## config.mk

```make
export PLATFORM = sky130hd
export DESIGN_NAME = fv_replay_scheduler_flat
export DESIGN_NICKNAME = d
export VERILOG_FILES = /design/src/rtl/fv_replay_scheduler_if.sv /design/src/rtl/fv_replay_scheduler.sv /design/src/flat_wrapper.sv
export SDC_FILE = /design/constraint.sdc
export NUM_CORES = 1
export LEC_CHECK = 0
export ABC_AREA = 1
export CORE_AREA = 2 2 39 41
export CTS_CLUSTER_DIAMETER = 150
export CTS_CLUSTER_SIZE = 24
export DETAILED_ROUTE_END_ITERATION = 8
export DIE_AREA = 0 0 41 43
export PLACE_DENSITY = 0.78
export SYNTH_ARGS = -nofsm -noshare
export SYNTH_HDL_FRONTEND = slang
export SYNTH_SLANG_ARGS = --single-unit
```

## constraint.sdc

```tcl
create_clock -name clk -period 1.5 [get_ports clk]
set_input_delay 0.3 -clock clk [delete_from_list [all_inputs] [get_ports clk]]
set_output_delay 0.3 -clock clk [all_outputs]
set_load 0.005 [all_outputs]
```

## src/rtl/fv_replay_scheduler_if.sv

```systemverilog
// ----------------------------------------------------------------------------
// fv_replay_scheduler_if
//
// Bundles the control/handshake signals between the FV replay scheduler and
// its neighbours: the aggregation datapath (start, iter_done, run_start) and
// the two Big FV wrappers (buf_sel, clr_wen, clr_addr).
//
// Parameters:
//   ITER_W - width of replay_Iter
//   ADDR_W - width of clr_addr
//
// Signals:
//   start         - single-cycle task request
//   iter_done     - datapath pulse marking end of the current iteration
//   replay_Iter   - current iteration index
//   buf_sel       - 0: wrapper0 source / wrapper1 destination, 1: swapped
//   run_start     - one-cycle datapath launch pulse
//   busy          - scheduler is clearing, running or swapping
//   task_complete - all iterations finished
//   clr_wen       - destination-bank clear write enable
//   clr_addr      - destination-bank clear address (data is implicitly zero)
//
// Modports:
//   master - the scheduler side (drives the status/control outputs)
//   slave  - the surrounding logic (drives start and iter_done)
// ----------------------------------------------------------------------------
interface fv_replay_scheduler_if #(
    parameter int unsigned ITER_W = 2,
    parameter int unsigned ADDR_W = 10
);
    logic              start;
    logic              iter_done;
    logic [ITER_W-1:0] replay_Iter;
    logic              buf_sel;
    logic              run_start;
    logic              busy;
    logic              task_complete;
    logic              clr_wen;
    logic [ADDR_W-1:0] clr_addr;

    modport master (
        input  start,
        input  iter_done,
        output replay_Iter,
        output buf_sel,
        output run_start,
        output busy,
        output task_complete,
        output clr_wen,
        output clr_addr
    );

    modport slave (
        output start,
        output iter_done,
        input  replay_Iter,
        input  buf_sel,
        input  run_start,
        input  busy,
        input  task_complete,
        input  clr_wen,
        input  clr_addr
    );
endinterface

```

## src/rtl/fv_replay_scheduler.sv

```systemverilog
// ----------------------------------------------------------------------------
// fv_replay_scheduler
//
// Sequences the multi-iteration replay of the GNN feature-value datapath.
// Owns the replay_Iter counter and the task_complete flag, and decides which
// Big FV wrapper is read source and which is write destination. Before each
// iteration it can zero-clear the destination buffer, then launches the
// datapath and waits for iter_done.
//
// Configuration macro:
//   FV_CLEAR_EN - when defined, a CLEAR phase of DEPTH cycles precedes every
//                 iteration; when undefined, CLEAR is removed and clr_wen /
//                 clr_addr are tied to zero.
//
// Parameters:
//   NUM_ITER - replay iterations per task
//   ITER_W   - width of replay_Iter (2**ITER_W >= NUM_ITER)
//   DEPTH    - words per FV SRAM bank
//   ADDR_W   - clear address width (log2(DEPTH))
//
// Ports:
//   clk   - system clock, rising edge
//   reset - asynchronous active-low reset
//   bus   - fv_replay_scheduler_if.master: start / iter_done in, replay_Iter,
//           buf_sel, run_start, busy, task_complete, clr_wen, clr_addr out.
//           All outputs are driven straight from flops.
// ----------------------------------------------------------------------------
module fv_replay_scheduler #(
    parameter int unsigned NUM_ITER = 4,
    parameter int unsigned ITER_W   = 2,
    parameter int unsigned DEPTH    = 1024,
    parameter int unsigned ADDR_W   = 10
) (
    input  logic                       clk,
    input  logic                       reset,
    fv_replay_scheduler_if.master      bus
);

    // Elaboration-time sanity checks on the parameter set.
    if ((64'd1 << ITER_W) < 64'(NUM_ITER)) begin : g_bad_iter_w
        $error("ITER_W too narrow for NUM_ITER");
    end
    if ((64'd1 << ADDR_W) < 64'(DEPTH)) begin : g_bad_addr_w
        $error("ADDR_W too narrow for DEPTH");
    end

    typedef enum logic [2:0] {
        StIdle,
        StClear,
        StRun,
        StSwap,
        StDone
    } state_e;

    localparam logic [ITER_W-1:0] LastIter = ITER_W'(NUM_ITER - 1);

`ifdef FV_CLEAR_EN
    // Every iteration (and every task) is entered through the clear phase.
    localparam state_e FirstSt = StClear;
`else
    localparam state_e FirstSt = StRun;
`endif

    state_e            state_q, state_d;
    logic [ITER_W-1:0] iter_q, iter_d;
    logic              buf_q, buf_d;
    logic              run_start_q, run_start_d;
    logic              busy_q, busy_d;
    logic              task_complete_q, task_complete_d;
    logic              clr_last;

    // ------------------------------------------------------------------
    // Main sequencer: next state plus the registered status outputs, all
    // derived from the next state so they line up with it cycle-for-cycle.
    // ------------------------------------------------------------------
    always_comb begin
        state_d = state_q;
        iter_d  = iter_q;
        buf_d   = buf_q;

        unique case (state_q)
            StIdle: begin
                if (bus.start) begin
                    state_d = FirstSt;
                    iter_d  = '0;
                    buf_d   = 1'b0;
                end
            end
            StClear: begin
                if (clr_last) begin
                    state_d = StRun;
                end
            end
            StRun: begin
                // A pulse landing on the launch cycle belongs to no iteration.
                if (bus.iter_done && !run_start_q) begin
                    state_d = StSwap;
                end
            end
            StSwap: begin
                if (iter_q == LastIter) begin
                    state_d = StDone;
                end else begin
                    state_d = FirstSt;
                    iter_d  = iter_q + ITER_W'(1);
                    buf_d   = ~buf_q;
                end
            end
            StDone: begin
                if (bus.start) begin
                    state_d = FirstSt;
                    iter_d  = '0;
                    buf_d   = 1'b0;
                end
            end
            default: begin
                state_d = StIdle;
            end
        endcase

        run_start_d     = (state_d == StRun) && (state_q != StRun);
        busy_d          = (state_d == StClear) || (state_d == StRun) || (state_d == StSwap);
        task_complete_d = (state_d == StDone);
    end

    always_ff @(posedge clk or negedge reset) begin
        if (!reset) begin
            state_q         <= StIdle;
            iter_q          <= '0;
            buf_q           <= 1'b0;
            run_start_q     <= 1'b0;
            busy_q          <= 1'b0;
            task_complete_q <= 1'b0;
        end else begin
            state_q         <= state_d;
            iter_q          <= iter_d;
            buf_q           <= buf_d;
            run_start_q     <= run_start_d;
            busy_q          <= busy_d;
            task_complete_q <= task_complete_d;
        end
    end

    // ------------------------------------------------------------------
    // Destination clear engine.
    // ------------------------------------------------------------------
`ifdef FV_CLEAR_EN
    localparam logic [ADDR_W-1:0] LastAddr = ADDR_W'(DEPTH - 1);

    logic              clr_wen_q, clr_wen_d;
    logic [ADDR_W-1:0] clr_addr_q, clr_addr_d;

    assign clr_last = (clr_addr_q == LastAddr);

    always_comb begin
        clr_wen_d = (state_d == StClear);
        // Count only while staying in CLEAR; entering or leaving restarts at 0
        // so the address never wraps and a new clear always begins at 0.
        if ((state_q == StClear) && (state_d == StClear)) begin
            clr_addr_d = clr_addr_q + ADDR_W'(1);
        end else begin
            clr_addr_d = '0;
        end
    end

    always_ff @(posedge clk or negedge reset) begin
        if (!reset) begin
            clr_wen_q  <= 1'b0;
            clr_addr_q <= '0;
        end else begin
            clr_wen_q  <= clr_wen_d;
            clr_addr_q <= clr_addr_d;
        end
    end

    assign bus.clr_wen  = clr_wen_q;
    assign bus.clr_addr = clr_addr_q;
`else
    assign clr_last     = 1'b0;
    assign bus.clr_wen  = 1'b0;
    assign bus.clr_addr = '0;
`endif

    assign bus.replay_Iter   = iter_q;
    assign bus.buf_sel       = buf_q;
    assign bus.run_start     = run_start_q;
    assign bus.busy          = busy_q;
    assign bus.task_complete = task_complete_q;

endmodule
```

## src/flat_wrapper.sv

```systemverilog
// flat-port wrapper written by rule: the top's interface ports become plain ports
module fv_replay_scheduler_flat 
#(
    parameter int unsigned NUM_ITER = 4,
    parameter int unsigned ITER_W   = 2,
    parameter int unsigned DEPTH    = 1024,
    parameter int unsigned ADDR_W   = 10
)
  (clk, reset, bus_start, bus_iter_done, bus_replay_Iter, bus_buf_sel, bus_run_start, bus_busy, bus_task_complete, bus_clr_wen, bus_clr_addr);
  fv_replay_scheduler_if #(.ITER_W(ITER_W), .ADDR_W(ADDR_W)) bus_i ();
  input  logic clk;
  input  logic reset;
  input wire logic [$bits(bus_i.start)-1:0] bus_start;
  input wire logic [$bits(bus_i.iter_done)-1:0] bus_iter_done;
  output wire logic [$bits(bus_i.replay_Iter)-1:0] bus_replay_Iter;
  output wire logic [$bits(bus_i.buf_sel)-1:0] bus_buf_sel;
  output wire logic [$bits(bus_i.run_start)-1:0] bus_run_start;
  output wire logic [$bits(bus_i.busy)-1:0] bus_busy;
  output wire logic [$bits(bus_i.task_complete)-1:0] bus_task_complete;
  output wire logic [$bits(bus_i.clr_wen)-1:0] bus_clr_wen;
  output wire logic [$bits(bus_i.clr_addr)-1:0] bus_clr_addr;
  assign bus_i.start = bus_start;
  assign bus_i.iter_done = bus_iter_done;
  assign bus_replay_Iter = bus_i.replay_Iter;
  assign bus_buf_sel = bus_i.buf_sel;
  assign bus_run_start = bus_i.run_start;
  assign bus_busy = bus_i.busy;
  assign bus_task_complete = bus_i.task_complete;
  assign bus_clr_wen = bus_i.clr_wen;
  assign bus_clr_addr = bus_i.clr_addr;
  fv_replay_scheduler #(.NUM_ITER(NUM_ITER), .ITER_W(ITER_W), .DEPTH(DEPTH), .ADDR_W(ADDR_W)) u_core (.clk(clk), .reset(reset), .bus(bus_i));
endmodule
```

**After elaboration in Yosys (flattened, before gate mapping)**

Index checks and enable logic that the tools add are counted.
W data, S select, Z words.

- Register bits after elaboration: 9
- Bits of input ports: 4
- Output and inout port bits: 17
- Word-level logic and storage cells: 39

- Add/sub/neg operators: 1
- Eq/ne operators: 12
- Multiplexer cells: 10
- Bitwise operators: 1
- Reductions and logical operators: 9

Operators with widths:

| operator | count |
|---|---|
| $eq A3 B2 Y1 const B | 4 |
| $pmux W3 S4 | 1 |
| $mux W3 | 3 |
| $eq A3 B1 Y1 const B | 2 |
| $eq A3 B3 Y1 const B | 2 |
| $mux W2 | 2 |
| $pmux W2 S2 | 1 |
| $logic_not A3 Y1 | 1 |
| $ne A3 B2 Y1 const B | 1 |
| $reduce_and A3 Y1 | 1 |
| $add A2 B1 Y2 const B | 1 |
| $eq A2 B2 Y1 const B | 1 |
| $logic_and A1 B1 Y1 | 2 |
| $logic_or A1 B1 Y1 | 2 |
| $mux W1 | 2 |
| $ne A2 B1 Y1 const B | 1 |
| $ne A2 B2 Y1 const B | 1 |
| $pmux W1 S2 | 1 |
| $reduce_bool A2 Y1 | 1 |
| $reduce_or A2 Y1 | 1 |
| $logic_not A1 Y1 | 1 |
| $not A1 Y1 | 1 |

**Logic depth before layout (Yosys ltp)**

Gate-level depths: netlist of the first run.

- Word-level depth: 7
- Depth in mapped cells: 6

**Least setup slack after synthesis of the first run**

No wires, ideal clock.

- Path kind: flip-flop to flip-flop
- Start: register u_core.iter_q[0] (netlist: u_core.bus.replay_Iter[0])
- End: register u_core.buf_q (netlist: u_core.bus.buf_sel)
- Setup time: 0.065 ns
- Data arrival time: 0.976 ns
- Path slack: 0.459 ns
- Cell stages (with the launch flop): 5
- Clock period less this slack: 1.041 ns
- Cells stage by stage: dfrtp_1 -> ha_1 -> nor3_2 -> nand2_1 -> nand2_1

- Cells in the longest elaborated chain, start to end: 3

Ends and longest elaborated chain:

| element | line | RTL |
|---|---|---|
| from (decl) | fv_replay_scheduler.sv:65 | `logic [ITER_W-1:0] iter_q, iter_d;` |
| from (signal assigned) | fv_replay_scheduler.sv:136 | `iter_q <= iter_d;` |
| $eq A2 B2 Y1 | fv_replay_scheduler.sv:101 | `if (iter_q == LastIter) begin` |
| $ne A2 B2 Y1 (no line) | n/a |  |
| $reduce_and A3 Y1 (no line) | n/a |  |
| to (signal assigned) | fv_replay_scheduler.sv:137 | `buf_q <= buf_d;` |
| to (decl) | fv_replay_scheduler.sv:66 | `logic buf_q, buf_d;` |

No other way between the ends.
A chain may end at the register's enable or synchronous reset.

**Worst setup path in the final report of the first run**

- Start: register u_core.iter_q[1] (netlist: u_core.bus.replay_Iter[1])
- End: output bus_replay_Iter[1]

RTL lines:

| element | line | RTL |
|---|---|---|
| to (decl) | flat_wrapper.sv:15 | `output wire logic [$bits(bus_i.replay_Iter)-1:0] bus_replay_Iter;` |

No word-level cell between the ends.

==> results of run 1 <==
## logic make-up after synthesis
logic type,Yosys count
other cells,1
fa+ha+maj,1
simple gates,28
flops,9
buf+inv,20
compound gates,2
## worst max path at each step
stage                          to  slack (ns)  depth (start not counted)
2_1_floorplan  u_core.bus.buf_sel        0.46                          4
3_3_place_gp   bus_replay_Iter[0]        0.30                          1
3_5_place_dp      u_core.bus.busy        0.30                          5
4_1_cts        bus_replay_Iter[0]       0.006                          1
5_1_grt        bus_replay_Iter[1]      0.0009                          1
6_report       bus_replay_Iter[1]        0.06                          1
## state kept, by name, indices dropped and copies added, names as in the netlist
signal / flops
u_core.bus.replay_Iter: 2
u_core.state_q: 3
u_core.bus.buf_sel: 1
u_core.bus.task_complete: 1
u_core.bus.busy: 1
u_core.bus.run_start: 1
## synth_stat cells (all sizes together)
master | n | area, sq um
dfrtp | 9 | 225
nand3 | 5 | 30.0
buf | 11 | 82.6
nor2 | 4 | 20.0
or2 | 1 | 6.26
inv | 9 | 33.8
nand4 | 1 | 6.26
conb | 1 | 3.75
o21ai | 2 | 10.0
ha | 1 | 12.5
nand2 | 16 | 65.1
nor3 | 1 | 10.0
## per-stage QoR
stage	cells	setup slack, ns	instance area, sq um
finish	89	0.0594	599
global route	89	0.000872	599
CTS	89	0.00562	597
detailed placement	85	0.301	571
global placement	85	0.301	571
floorplan	71	0.459	543
## final cells by class
cell class	instances	area, sq um	share of cell area, %
clock buffers	4	26.3	4.38
inverters	9	33.8	5.64
multi-input cells	42	201	33.6
flip-flops and latches	9	225	37.6
well taps	16	20.0	3.34
repair buffers	9	92.6	15.4
## power by group
part	leakage [nW]	internal [W]	switching (W)
sequential	0.114	0.000325	0.0000649
combinational	0.206	0.000184	0.000212
clock	0.0150	0.000102	0.0000831
total	0.335	0.000611	0.000360
## routing by layer
layer	up-vias	global-route usage, %	wire, um
met5	-	0	0
met4	0	4.00	0
met3	0	5.24	75
met2	14	17.5	401
met1	157	12.9	362
li1	186	-	-
## what timing repair did
action / CTS / global route
setup endpoints to repair: 0 / 1
gates resized for setup: 0 / 1
buffers inserted: 0 / 0
==> reports/qor.yml, run 1 <==
setup_viol: 0
port_buffers: 9
via_per_inst: 4.01
detail_route.iter0.violations: 5
post_synth.cell_area_avg_sq_um: 8.29
path_delay_family: "buffers and inverters"
antenna_found_initial: 0
layout_min_cycle_time_ns: 1.44
path_clk_slew_ns: 0.06
cp.buffers_inverters: 1
synth_fa_ha_area_share_pct: 2.48
seq_area_frac_synth_pct: 44.6
ant_nets: 0
worstSetupPathType: "flip-flop to output port"
finish.utilization_pct: 43.3
max-vdd-ir-drop_v: 0.000683
syn_area_sq_um: 505
synth_top_family_by_area: "simple AND/OR/NAND/NOR gates"
synth_warnings: 0
io_pins: 21
cts_root_buffer: "clkbuf_4"
initial_utilization_pct: 36.5
antenna_cells: 0
coreArea_sq_um: 1380
ys_types: 16
cts.sinks: 9
cp-start-kind: "flip-flop"
synthXorXnorAreaFrac_pct: 0
nFillCells: 157
wl_per_cell_um: 9.43
crit_path_start: "u_core.bus.replay_Iter[1]"
layout_commonest_cell: "nand2_1"
power.total_w: 0.000971
synth_compound_area_share_pct: 1.98
max_cap_violations: 0
worst_hold_path_type: "input port to async pin"
slew_viol_final: 0
cpPeakStageDelay_ns: 0.51
drc_errors: 0
grt_pass1_wl_mm: 1.29
rows: 14
synth_seq_cells: 9
final.period_utilization_pct: 96.0
synthMuxAreaShare_pct: 0
grt_max_degree: 10
grt_pass1_vias: 339
htree_levels: 1
hpwl_um: 672
arrival_ns: 1.14
fmax_mhz: 694
end_kind: "output port"
die_area_sq_um: 1760
leakage_nw: 0.335
gp_congestion: 0.759
rsz0062_at_grt: "no"
final.setup.tns_ns: 0
final_cell_mix: "nand2_1 (14), conb_1 (11), dfrtp_1 (9), clkdlybuf4s50_1 (8), inv_1 (7)"
cts_buffers: 3
final_hold_viol_count: 0
finalClockSkew_ns: 0.00590
cts.path.max_buffers: 2
synth-simple-area-share_pct: 27.2
ctsHoldBuffers: 0
rr_endpoint: "u_core.bus.replay_Iter[0]"
die_w_um: 41
ff2ff_path_depth: 4
overflow: 0
clk_latency_ns: 0.26
cpMaxStageDelayCell: "clkdlybuf4s50_1"
worstPathMaxFanout: 3
postRouteWirelength_um: 839
crit_required_ns: 1.20
path_cells: "clkdlybuf4s50_1"
firstDrtPassIters: 3
reg2reg_slack_ns: 0.34
finalNetCount: 79
vias: 357
cts_tree: "built"
netlist_instances: 61
status: "finished clean"
grt_util_all_layers_pct: 11.2
hold_ws_ns: 0.347
area_growth_pct: 18.6
r2r_start: "u_core.bus.replay_Iter[0]"
die_h_um: 43
powerDensity_nw_per_um2: 1620
drive_gt1_share_pct: 15.1
(Power assumes the default switching activity.)
==> run 2: changes to the inputs <==
ABC_AREA = 0   (was 1)
PLACE_DENSITY = 0.76   (was 0.78)
==> reports/qor.yml, run 2 <==
synth-edff-count: 0  # unchanged
area_growth_pct: 20.8
ant_nets: 0  # unchanged
firstDrtPassIters: 4  # +1
path_cells: "clkdlybuf4s50_1"
slew_viol_final: 0  # unchanged
drive_gt1_share_pct: 12.7  # -2.3 points
gp_congestion: 0.714  # -5.9%
powerDensity_nw_per_um2: 1830  # +13%
io_pins: 21  # unchanged
ys_async_sr_fraction_pct: 100  # unchanged
finalClockSkew_ns: 0.0108  # +0.00491 ns
grt_pass1_vias: 269  # -21%
ctsHoldBuffers: 0  # unchanged
ys_top_cells_by_area: "dfrtp_1 (47%), buf_4 (17%), a32o_1 (4.2%)"
cts_root_buffer: "clkbuf_4"
netlist_instances: 42  # -31%
antenna_found_initial: 0  # unchanged
top_register: "u_core.state_q"
cts.sinks: 9  # unchanged
max-vdd-ir-drop_v: 0.00106  # +54%
ctsResizeCount: 0  # unchanged
worstPathMaxFanout: 3  # unchanged
grt_max_degree: 10  # unchanged
rsz0062_at_grt: "no"
max_cap_violations: 0  # unchanged
postRouteWirelength_um: 753  # -10%
yosysTopAreaCell: "dfrtp_1"
worst_hold_path_type: "input port to async pin"
detail_route.iter0.violations: 3  # -2
htree_levels: 1  # unchanged
fmax_mhz: 694  # about the same
initial_utilization_pct: 34.3  # -2.3 points
finalNetCount: 61  # -23%
leakage_nw: 0.272  # -19%
wl_per_cell_um: 10.6  # +13%
seq_area_frac_synth_pct: 47.5  # +2.9 points
die_w_um: 41  # unchanged
cpPeakStageDelay_ns: 0.52  # about the same
end_kind: "output port"
final.period_utilization_pct: 96.1  # about the same
antenna_cells: 0  # unchanged
crit_cells: 1  # unchanged
clk_latency_ns: 0.26  # about the same
cpMaxStageDelayCell: "clkdlybuf4s50_1"
final_hold_viol_count: 0  # unchanged
syn_area_sq_um: 474  # -6.2%
rows: 14  # unchanged
cp-start-kind: "flip-flop"
cts.path.max_buffers: 2  # unchanged
cts_buffers: 3  # unchanged
coreArea_sq_um: 1380  # unchanged
overflow: 0  # unchanged
cp.buffers_inverters: 1  # unchanged
die_area_sq_um: 1760  # unchanged
worstSetupPathType: "flip-flop to output port"
grt_util_all_layers_pct: 10.5  # -0.75 points
arrival_ns: 1.14  # about the same
synth.most_common_cell: "buf_4"
cts_tree: "built"
drc_errors: 0  # unchanged
grt_pass1_wl_mm: 1.19  # -8.1%
post_synth.cell_area_avg_sq_um: 11.3  # +36%
crit_required_ns: 1.20  # about the same
yosysTopAreaCellShare_pct: 47.5  # +2.9 points
path_delay_family: "buffers and inverters"
vias: 307  # -14%
synth_ff_type: "dfrtp_1"
setup_viol: 0  # unchanged
final_cell_mix: "conb_1 (11), clkdlybuf4s50_1 (9), dfrtp_1 (9), clkbuf_4 (3)"
port_buffers: 9  # unchanged
synthTopCellsByCount: "buf_4 (11), dfrtp_1 (9)"
status: "finished clean"
ff2ff_path_depth: 4  # unchanged
ys_types: 19  # +3
hold_ws_ns: 0.322  # -0.0255 ns
die_h_um: 43  # unchanged
via_per_inst: 4.32  # +7.8%
final.setup.tns_ns: 0  # unchanged
largest_reg_flops: 3  # unchanged
layout_commonest_cell: "conb_1"
layout_min_cycle_time_ns: 1.44  # +0.000833 ns
synth_seq_cells: 9  # unchanged
path_clk_slew_ns: 0.06  # about the same
hpwl_um: 536  # -20%
synth_warnings: 0  # unchanged
run 2: cell count changes in the layout (fill, tap and decap cells not counted), moves of 2 or more:
| cell | previous run | this run |
|---|---|---|
| nand2_2 | 2 | 0 |
| inv_2 | 2 | 0 |
| inv_1 | 7 | 1 |
| nor2b_1 | 0 | 2 |
| a32o_1 | 0 | 2 |
| mux2i_1 | 0 | 2 |
| nand3_1 | 4 | 0 |
| nand2_1 | 14 | 2 |
run 2: power breakdown:
part           leakage, nW  internal (W)  switching, W
registers            0.111      0.000334     0.0000856
clock network       0.0150      0.000102     0.0000833
logic                0.146      0.000267      0.000176
total                0.272      0.000704      0.000345
run 2: repair_timing:
| action | CTS | global route |
|---|---|---|
| setup endpoints to repair | 0 | 1 |
| buffers inserted | 0 | 1 |
| endpoints found under the hold margin | 0 | 0 |
run 2: kinds of logic (layout without fill, tap and decap cells):
logic type,after synthesis,count (layout),share of synthesized area (%)
other,1,11,0.791
AND/OR/NAND/NOR,10,10,13.5
flip-flops,9,9,47.5
AO/OA/AOI/OAI,7,7,13.2
adder cells (fa/ha/maj),1,1,2.64
multiplexers,2,2,4.22
buffers and inverters,12,15,18.2
run 2: area by class of cell:
| cell class | instances | area (sq um) |
|---|---|---|
| fillers | 133 | 811 |
| flip-flops and latches | 9 | 225 |
| multi-input cells | 31 | 200 |
| repair buffers | 10 | 97.6 |
| clock buffers | 4 | 26.3 |
| well taps | 16 | 20.0 |
| inverters | 1 | 3.75 |
run 2: path summary, 6_finish.rpt:
path,start,to,slack [ns]
hold / removal,reset,u_core.bus.task_complete,0.32
setup / recovery,u_core.bus.replay_Iter[1],bus_replay_Iter[1],0.06
setup reg to reg,u_core.bus.replay_Iter[0],u_core.bus.buf_sel,0.22
max in group asynchronous,reset,u_core.bus.replay_Iter[1],0.89
hold reg to reg,u_core.bus.buf_sel,u_core.bus.buf_sel,0.48
min in group clk,u_core.bus.buf_sel,u_core.bus.buf_sel,0.48
run 2: through the flow:
stage	total power, W	util (%)	setup WS (ns)	instance area (sq um)	cells
final	0.00105	41.4	0.0586	573	71
after global routing	0.00113	41.4	0.0179	573	71
after CTS	0.00103	40.9	0.0264	566	70
after detailed placement	0.000841	39.0	0.213	539	66
after global placement	0.000830	39.0	0.227	539	66
after floorplan	0.000683	-	0.285	512	52
run 2: routing by layer:
| metal | vias up | GRT usage (%) | share of wire [%] |
|---|---|---|---|
| li1 | 150 | - | - |
| met1 | 142 | 14.1 | 42 |
| met2 | 15 | 12.5 | 48 |
| met3 | 0 | 8.38 | 9.3 |
| met4 | 0 | 3.33 | 0 |
| met5 | - | 0 | 0 |
